File: config.mk
export PLATFORM = sky130hd
export DESIGN_NAME = timer_ctrl_flat
export DESIGN_NICKNAME = d
export VERILOG_FILES = /design/src/rtl/timer_pkg.sv /design/src/rtl/timer_ctrl_if.sv /design/src/rtl/timer_ctrl_countdown.sv /design/src/rtl/timer_ctrl.sv /design/src/flat_wrapper.sv
export SDC_FILE = /design/constraint.sdc
export NUM_CORES = 1
export LEC_CHECK = 0
export CAP_MARGIN = 40
export CORE_ASPECT_RATIO = 0.75
export CORE_UTILIZATION = 63
export DETAILED_ROUTE_END_ITERATION = 10
export DONT_BUFFER_PORTS = 1
export GPL_TIMING_DRIVEN = 0
export MAX_ROUTING_LAYER = met4
export PLACE_DENSITY = 0.9
export SYNTH_ARGS = -nofsm -noshare
export SYNTH_HDL_FRONTEND = slang
export SYNTH_SLANG_ARGS = --single-unit
File: constraint.sdc
create_clock -name clock -period 4.8 [get_ports clock]
set_input_delay 0.48 -clock clock [delete_from_list [all_inputs] [get_ports clock]]
set_output_delay 0.48 -clock clock [all_outputs]
set_load 0.02 [all_outputs]
File: src/rtl/timer_pkg.sv
// Shared definitions for the timer controller: state encoding and default widths.
package timer_pkg;

    localparam int unsigned W_DEF  = 16;
    localparam int unsigned PW_DEF = 8;

    typedef enum logic {
        ST_IDLE = 1'b0,
        ST_RUN  = 1'b1
    } state_e;

endpackage

File: src/rtl/timer_ctrl_if.sv
// CSR-side bundle of the timer controller: configuration, control strobes and status.
interface timer_ctrl_if
    import timer_pkg::*;
#(
    parameter int unsigned W  = W_DEF,
    parameter int unsigned PW = PW_DEF
);

    logic [W-1:0]  cfg_period;
    logic [PW-1:0] cfg_prescale;
    logic          cfg_periodic;
    logic          start;
    logic          stop;
    logic          irq_ack;
    logic          busy;
    logic [W-1:0]  count;
    logic          expire;
    logic          irq;
    logic          overrun;

    modport master (
        output cfg_period, cfg_prescale, cfg_periodic, start, stop, irq_ack,
        input  busy, count, expire, irq, overrun
    );

    modport slave (
        input  cfg_period, cfg_prescale, cfg_periodic, start, stop, irq_ack,
        output busy, count, expire, irq, overrun
    );

endinterface

File: src/rtl/timer_ctrl_countdown.sv
// Loadable saturating down-counter: load on put, otherwise decrement and hold at zero.
module timer_ctrl_countdown #(
    parameter int unsigned W = 8
) (
    input  logic         clock,
    input  logic         reset,
    input  logic         put,
    input  logic [W-1:0] value,
    output logic [W-1:0] count
);

    logic [W-1:0] count_q;
    logic [W-1:0] count_d;

    always_comb begin
        count_d = count_q;
        if (put) begin
            count_d = value;
        end else if (count_q != '0) begin
            count_d = count_q - W'(1);
        end
    end

    always_ff @(posedge clock) begin
        if (reset) begin
            count_q <= '0;
        end else begin
            count_q <= count_d;
        end
    end

    assign count = count_q;

endmodule

File: src/rtl/timer_ctrl.sv
// Timer controller: prescaled down-counter with one-shot/periodic modes, expiry strobe,
// sticky irq and overrun. Configuration is shadowed at start.
module timer_ctrl
    import timer_pkg::*;
#(
    parameter int unsigned W  = W_DEF,
    parameter int unsigned PW = PW_DEF
) (
    input  logic         clock,
    input  logic         reset,
    timer_ctrl_if.slave  bus
);

    state_e        state_q, state_d;
    logic [W-1:0]  count_q, count_d;
    logic [W-1:0]  sh_period_q, sh_period_d;
    logic [PW-1:0] sh_prescale_q, sh_prescale_d;
    logic          sh_periodic_q, sh_periodic_d;
    logic          busy_q, busy_d;
    logic          expire_q, expire_d;
    logic          irq_q, irq_d;
    logic          overrun_q, overrun_d;

    logic [PW-1:0] presc;
    logic [PW-1:0] presc_value_c;
    logic          presc_put_c;
    logic          tick_c;
    logic          expiry_c;

    // Prescaler: reloaded at start and on every tick, idles down to zero otherwise.
    assign presc_value_c = bus.start ? bus.cfg_prescale : sh_prescale_q;
    assign presc_put_c   = bus.start || tick_c;

    timer_ctrl_countdown #(.W(PW)) u_presc (
        .clock (clock),
        .reset (reset),
        .put   (presc_put_c),
        .value (presc_value_c),
        .count (presc)
    );

    assign tick_c   = (state_q == ST_RUN) && (presc == '0);
    // stop and (re)start both suppress an expiry that would land on the same edge.
    assign expiry_c = tick_c && !bus.stop && !bus.start && (count_q == '0);

    always_comb begin
        state_d       = state_q;
        count_d       = count_q;
        sh_period_d   = sh_period_q;
        sh_prescale_d = sh_prescale_q;
        sh_periodic_d = sh_periodic_q;
        expire_d      = 1'b0;

        if (bus.start) begin
            sh_period_d   = bus.cfg_period;
            sh_prescale_d = bus.cfg_prescale;
            sh_periodic_d = bus.cfg_periodic;
        end

        if (bus.stop) begin
            state_d = ST_IDLE;
            count_d = '0;
        end else if (bus.start) begin
            state_d = ST_RUN;
            count_d = bus.cfg_period;
        end else if (tick_c) begin
            if (count_q != '0) begin
                count_d = count_q - W'(1);
            end else begin
                expire_d = 1'b1;
                if (sh_periodic_q) begin
                    count_d = sh_period_q;
                end else begin
                    state_d = ST_IDLE;
                end
            end
        end

        busy_d = (state_d == ST_RUN);

        // Set wins over acknowledge for both sticky flags.
        irq_d = irq_q;
        if (expiry_c) begin
            irq_d = 1'b1;
        end else if (bus.irq_ack) begin
            irq_d = 1'b0;
        end

        overrun_d = overrun_q;
        if (expiry_c && irq_q && !bus.irq_ack) begin
            overrun_d = 1'b1;
        end else if (bus.irq_ack && !expiry_c) begin
            overrun_d = 1'b0;
        end
    end

    always_ff @(posedge clock) begin
        if (reset) begin
            state_q       <= ST_IDLE;
            count_q       <= '0;
            sh_period_q   <= '0;
            sh_prescale_q <= '0;
            sh_periodic_q <= 1'b0;
            busy_q        <= 1'b0;
            expire_q      <= 1'b0;
            irq_q         <= 1'b0;
            overrun_q     <= 1'b0;
        end else begin
            state_q       <= state_d;
            count_q       <= count_d;
            sh_period_q   <= sh_period_d;
            sh_prescale_q <= sh_prescale_d;
            sh_periodic_q <= sh_periodic_d;
            busy_q        <= busy_d;
            expire_q      <= expire_d;
            irq_q         <= irq_d;
            overrun_q     <= overrun_d;
        end
    end

    assign bus.busy    = busy_q;
    assign bus.count   = count_q;
    assign bus.expire  = expire_q;
    assign bus.irq     = irq_q;
    assign bus.overrun = overrun_q;

endmodule

File: src/flat_wrapper.sv
// flat-port wrapper written by rule: the top's interface ports become plain ports
module timer_ctrl_flat import timer_pkg::*;
#(
    parameter int unsigned W  = W_DEF,
    parameter int unsigned PW = PW_DEF
)
  (clock, reset, bus_cfg_period, bus_cfg_prescale, bus_cfg_periodic, bus_start, bus_stop, bus_irq_ack, bus_busy, bus_count, bus_expire, bus_irq, bus_overrun);
  timer_ctrl_if #(.W(W), .PW(PW)) bus_i ();
  input  logic clock;
  input  logic reset;
  input wire logic [$bits(bus_i.cfg_period)-1:0] bus_cfg_period;
  input wire logic [$bits(bus_i.cfg_prescale)-1:0] bus_cfg_prescale;
  input wire logic [$bits(bus_i.cfg_periodic)-1:0] bus_cfg_periodic;
  input wire logic [$bits(bus_i.start)-1:0] bus_start;
  input wire logic [$bits(bus_i.stop)-1:0] bus_stop;
  input wire logic [$bits(bus_i.irq_ack)-1:0] bus_irq_ack;
  output wire logic [$bits(bus_i.busy)-1:0] bus_busy;
  output wire logic [$bits(bus_i.count)-1:0] bus_count;
  output wire logic [$bits(bus_i.expire)-1:0] bus_expire;
  output wire logic [$bits(bus_i.irq)-1:0] bus_irq;
  output wire logic [$bits(bus_i.overrun)-1:0] bus_overrun;
  assign bus_i.cfg_period = bus_cfg_period;
  assign bus_i.cfg_prescale = bus_cfg_prescale;
  assign bus_i.cfg_periodic = bus_cfg_periodic;
  assign bus_i.start = bus_start;
  assign bus_i.stop = bus_stop;
  assign bus_i.irq_ack = bus_irq_ack;
  assign bus_busy = bus_i.busy;
  assign bus_count = bus_i.count;
  assign bus_expire = bus_i.expire;
  assign bus_irq = bus_i.irq;
  assign bus_overrun = bus_i.overrun;
  timer_ctrl #(.W(W), .PW(PW)) u_core (.clock(clock), .reset(reset), .bus(bus_i));
endmodule
* Yosys cells after proc, flatten, opt, wreduce, memory -nomap -nowiden
Index checks and enable logic that the tools add are counted.
** Operators by class
- Add/subtract/negate cells :: 2
- Equality and inequality tests :: 2
- Mux-type cells :: 16
- Bitwise logic cells :: 1
- Reductions and logical operators :: 25
** Operators with widths (number)
- 16-bit two-way mux :: 4
- 8-bit two-way mux :: 3
- 16-bit logical NOT :: 1
- 16-bit nonzero test :: 1
- 16-bit by 1-bit subtractor with 16-bit output (second input constant) :: 1
- 1-bit two-way mux :: 9
- 8-bit logical NOT :: 1
- 2-bit nonzero test :: 4
- 8-bit nonzero test :: 1
- 8-bit by 1-bit subtractor with 8-bit output (second input constant) :: 1
- 1-bit logical AND :: 7
- 1-bit logical NOT :: 4
- 2-bit != test (second input constant) :: 2
- 4-bit OR reduction :: 1
- 3-bit AND reduction :: 1
- 3-bit nonzero test :: 1
- 2-bit AND reduction :: 1
- 2-bit OR reduction :: 1
- 1-bit logical OR :: 1
- 1-bit inverter :: 1
** Word-level totals
- Bits in registers :: 53
- Bits of input ports :: 30
- Output and inout port bits :: 20
- Word-level logic and storage cells :: 55

* Logic depth before layout (Yosys ltp)
- Word-level depth :: 9
- Mapped depth :: 9
- Depth with buffers taken out :: 7

* Hierarchy
Synthesis repeated with hierarchy kept, for this count alone.
** Second synthesis, totals
- Cell total of the unflattened synthesis :: 324
- Area total of the unflattened synthesis :: 2757.6 µm²
** By module, submodules not included
- timer_ctrl :: instances 1, cells an instance 267, area an instance 2284.7 µm², sequential area each 900.9 µm²
- timer_ctrl_countdown :: instances 1, cells an instance 57, area an instance 473.0 µm², sequential area each 160.2 µm²

* Least setup slack after synthesis
No wires, ideal clock.
- Kind :: register to register
- From :: register u_core.count_q[4], in the netlist u_core.bus.count[4]
- To :: register u_core.count_q[13], in the netlist u_core.bus.count[13]
- Setup time :: 131 ps
- Arrival time :: 2136 ps
- Required time :: 4669 ps
- Slack :: 2533 ps
- Cell stages (with the launch flop) :: 7
- Buffers on the path :: 1
- Clock period less this slack :: 2267 ps
- Cells stage by stage :: dfxtp_1 buf_6 or4_4 or3_4 or4b_1 a21oi_1 o22ai_1
** On the way
- Cells in the longest elaborated chain, start to end :: 4
- Elaborated cells between the ends (all ways) :: 7
- Classes of those cells :: 1 x add/sub; 3 x mux; 3 x reduce/logical
** Ends and longest elaborated chain
- start, declared :: RTL line timer_ctrl.sv:15 : logic [W-1:0] count_q, count_d;
- start signal, assigned :: RTL line timer_ctrl.sv:110 : count_q <= count_d;
- 16-bit by 1-bit subtractor with 16-bit output or 16-bit nonzero test (tied branches) :: RTL line timer_ctrl.sv:68, timer_ctrl.sv:67
- 16-bit two-way mux :: RTL line timer_ctrl.sv:67 : if (count_q != '0) begin
- 16-bit two-way mux :: RTL line timer_ctrl.sv:66 : end else if (tick_c) begin
- 16-bit two-way mux :: RTL line timer_ctrl.sv:63 : end else if (bus.start) begin
Parallel ways exist; a longest one is shown, timed or not. The select of a mux whose other input is x is not followed.
A chain may end at the register's enable or synchronous reset.

* Worst setup path after layout
- From :: register u_core.count_q[0], in the netlist u_core.bus.count[0]
- To :: register u_core.count_q[5], in the netlist u_core.bus.count[5]
The elaborated chain is that of the path after synthesis.

==> flow_metrics.py <==
metrics = {
    "outcome": {
        "outcome": "finished, final reports clean",
    },
    "global_routing": {
        "grt_start_max_net_pins": 16,
        "grt_util_all_layers_pct": 34.47,
        "grt_first_pass_wirelength_um": 11790,
        "initial_antenna_violation_count": 0,
        "grt_overflow": 0,
        "number_of_global_route_vias_before_repair": 2362,
    },
    "finish": {
        "layout_common_cells": "dfxtp_1, nor2_1, mux2i_1",
        "multi_input_gate_area_in_the_final_layout_um2": 1628,
        "fraction_of_layout_cells_with_a_size_suffix_above_1_pct": 5.638,
        "layout.cells.most_common": "dfxtp_1",
        "finalInstanceArea_um2": 2980,
        "final-seq-area_um2": 1061,
        "area_growth_syn_to_layout_pct": 6.625,
        "layout.nets": 370,
        "fill_cells": 350,
        "antenna_cells": 0,
    },
    "sta": {
        "period_minus_slack_ns": 3.053,
        "rsz0062_at_grt": "no",
        "timing_hold_violations_final": 0,
        "timing.final.max_slew_violations": 0,
        "totalNegativeSetupSlack_ns": 0,
        "timing.slew.headroom_pct": 44.91,
        "timing.final.crit_share_pct": 63.61,
        "clock.fmax_ghz": 0.3275,
        "worstMarginPinSlew_ns": 0.8225,
        "setup_violations": 0,
        "finalClockSkew_ns": 0.006895,
    },
    "yosys": {
        "postSynthRegisterBits": 53,
        "syn_area_per_cell_um2": 8.496,
        "seq_area_frac_synth_pct": 37.96,
        "net_count_after_synthesis": 363,
        "synth-async-reset-ratio_pct": 0,
        "post_synth_edffs": 0,
        "synth_top_flop_cell": "dfxtp_1",
        "syn_inst": 329,
        "synth.cell_area_um2": 2795,
        "synth-warning-count": 0,
        "synth_cell_type_count": 54,
    },
    "power": {
        "vdd.ir_drop.worst_mv": 0.2495,
        "power-per-cell-area_nw_per_um2": 391.0,
        "power.static_leakage_nw": 1.198,
    },
    "clocking": {
        "numClockSinks": 53,
        "post_cts_resized": 0,
        "clkTransAtPathRegs_ns": 0.10,
        "cts.hold.buffers_added": 0,
        "clock_tree_from_tritoncts": "yes",
        "h-tree-depth": 2,
        "worst_skew_late_latency_ns": 0.31,
        "cts.path.max_buffers": 2,
        "cts_inserted_buffers": 5,
        "clk_root_buffer_cell": "clkbuf_8",
        "cts.repair_timing.setup_buffer_count": 0,
    },
    "run": {
        "cap_violations": 0,
    },
    "drt": {
        "routed_wl_um": 7461,
        "initialDrtViolationCount": 353,
        "vias_per_cell": 6.633,
        "routed-via-count": 2600,
        "route.detailed.wl_per_inst_um": 19.03,
        "drc_errors": 0,
        "drt_pass1_iterations": 5,
        "postRouteAntennaNets": 0,
    },
    "die": {
        "core-area_um2": 4154,
        "ioPinCount": 50,
        "die_height_um": 59.69,
        "die-area_um2": 4710,
        "initial_utilization_pct": 67.29,
        "die_w_um": 78.92,
        "floorplan.rows": 20,
    },
    "worst_setup_path": {
        "startpoint_type": "register",
        "worst-setup-path-type": "reg2reg",
        "r2r_slack_ns": 1.75,
        "rr_endpoint": "u_core.bus.count[5]$_SDFFE_PP0P_",
        "critPathRequiredTime_ns": 5.03,
        "critPathCaptureType": "register",
        "cp_data_arrival_time_ns": 3.28,
        "critical_path_peak_fanout": 9,
        "reg2reg_depth": 8,
        "regToRegStartpoint": "u_core.bus.count[0]$_SDFFE_PP0P_",
    },
    "placed_design": {
        "half_perimeter_wire_length_after_detailed_placement_um": 5441,
        "post_dp_cell_area_um2": 2864,
        "port_buffers": 0,
        "gp_congestion": 0.9724,
    },
    "worst_hold_path": {
        "hold-path-endpoint": "u_core.sh_period_q[3]$_SDFFE_PP0P_",
        "worst_hold_path.num_cells": 2,
        "worstHoldStart": "bus_cfg_period[3]",
        "hold_path.class": "in2reg",
    },
}
[Yosys cell counts, drive strengths merged (7+ instances only)]
cell / n / area [µm²]
dfxtp: 53 / 1061
mux2i: 22 / 220.2
a21oi: 15 / 75.07
inv: 8 / 30.03
nand2b: 10 / 62.56
a211o: 7 / 61.31
nand3: 8 / 40.04
nor4: 7 / 65.06
clkbuf: 14 / 52.55
a31oi: 10 / 62.56
nand2: 20 / 75.07
nor2: 49 / 183.9
a211oi: 13 / 97.59
or3: 7 / 48.80
nor3: 10 / 55.05
o21ai: 7 / 35.03
[worst max-delay path by stage]
stage / start / to / slack, ns / cells past startpoint
floorplan: u_core.bus.count[4]$_SDFFE_PP0P_ / u_core.bus.count[13]$_SDFFE_PP0P_ / 2.53 / 6
global placement: u_core.bus.count[0]$_SDFFE_PP0P_ / u_core.bus.count[14]$_SDFFE_PP0P_ / 2.04 / 8
detailed placement: u_core.bus.count[0]$_SDFFE_PP0P_ / u_core.bus.count[5]$_SDFFE_PP0P_ / 1.93 / 8
CTS: u_core.bus.count[0]$_SDFFE_PP0P_ / u_core.bus.count[5]$_SDFFE_PP0P_ / 1.89 / 8
global route: u_core.bus.count[0]$_SDFFE_PP0P_ / u_core.bus.count[11]$_SDFFE_PP0P_ / 1.63 / 8
finish: u_core.bus.count[0]$_SDFFE_PP0P_ / u_core.bus.count[5]$_SDFFE_PP0P_ / 1.75 / 8
[report_power, final]
group | switching, W | internal, W | total [W]
Sequential | 0.0000434 | 0.000469 | 0.000512
Combinational | 0.000201 | 0.000132 | 0.000332
Clock | 0.000150 | 0.000170 | 0.000321
[final cells by class]
class,instances,area share [%]
tap,55,2.309
sequential,53,35.60
multi-input combinational,250,54.62
clock buffer,7,2.897
buffer,18,2.561
clock inverter,1,1.008
inverter,8,1.008
[logic make-up (layout without fill, tap and decap cells)]
group	count (synthesis)	count (layout)	synth area share [%]
AO/OA/AOI/OAI	76	76	18.71
multiplexers	22	22	7.878
flip-flops	53	53	37.96
adder cells (fa/ha/maj)	4	4	1.791
XOR/XNOR	9	9	2.820
AND/OR/NAND/NOR	139	139	27.04
buffers and inverters	26	34	3.805
[metal layers]
layer	GRT usage, %	wire length (µm)	vias to the layer above
li1	-	-	1224
met1	45.01	3138	1213
met2	53.29	3383	144
met3	8.397	787	19
met4	10.65	151	0
met5	-	0	-
[per-stage QoR]
step	utilization [%]	total power, W	instances	hold WS, ns	worst slack, ns
5_1_grt	71.75	0.001216	392	0.3145	1.631
3_5_place_dp	68.95	0.0008424	384	0.4647	1.929
4_1_cts	71.75	0.001156	392	0.3178	1.887
6_report	71.75	0.001165	392	0.3155	1.747
3_3_place_gp	68.95	0.0008351	384	0.4589	2.043
2_1_floorplan	-	0.0007689	329	0.4505	2.533
[worst max-delay path, stage by stage, from the launching register on]
cell,delay (ns)
dfxtp_1,0.56
inv_1,0.18
ha_1,0.31
nor4b_1,0.18
and4_1,0.21
clkbuf_1,0.20
a21oi_1,0.62
nand2_1,0.37
o32ai_1,0.34
[flip-flops by register name, indices dropped and copies added (netlist names)]
signal,flops
u_core.sh_periodic_q,1
u_core.bus.expire,1
u_core.u_presc.count,8
u_core.bus.overrun,1
u_core.bus.irq,1
u_core.sh_prescale_q,8
u_core.bus.count,16
u_core.sh_period_q,16
u_core.state_q,1
No activity file was read; power rests on OpenSTA's default activity.
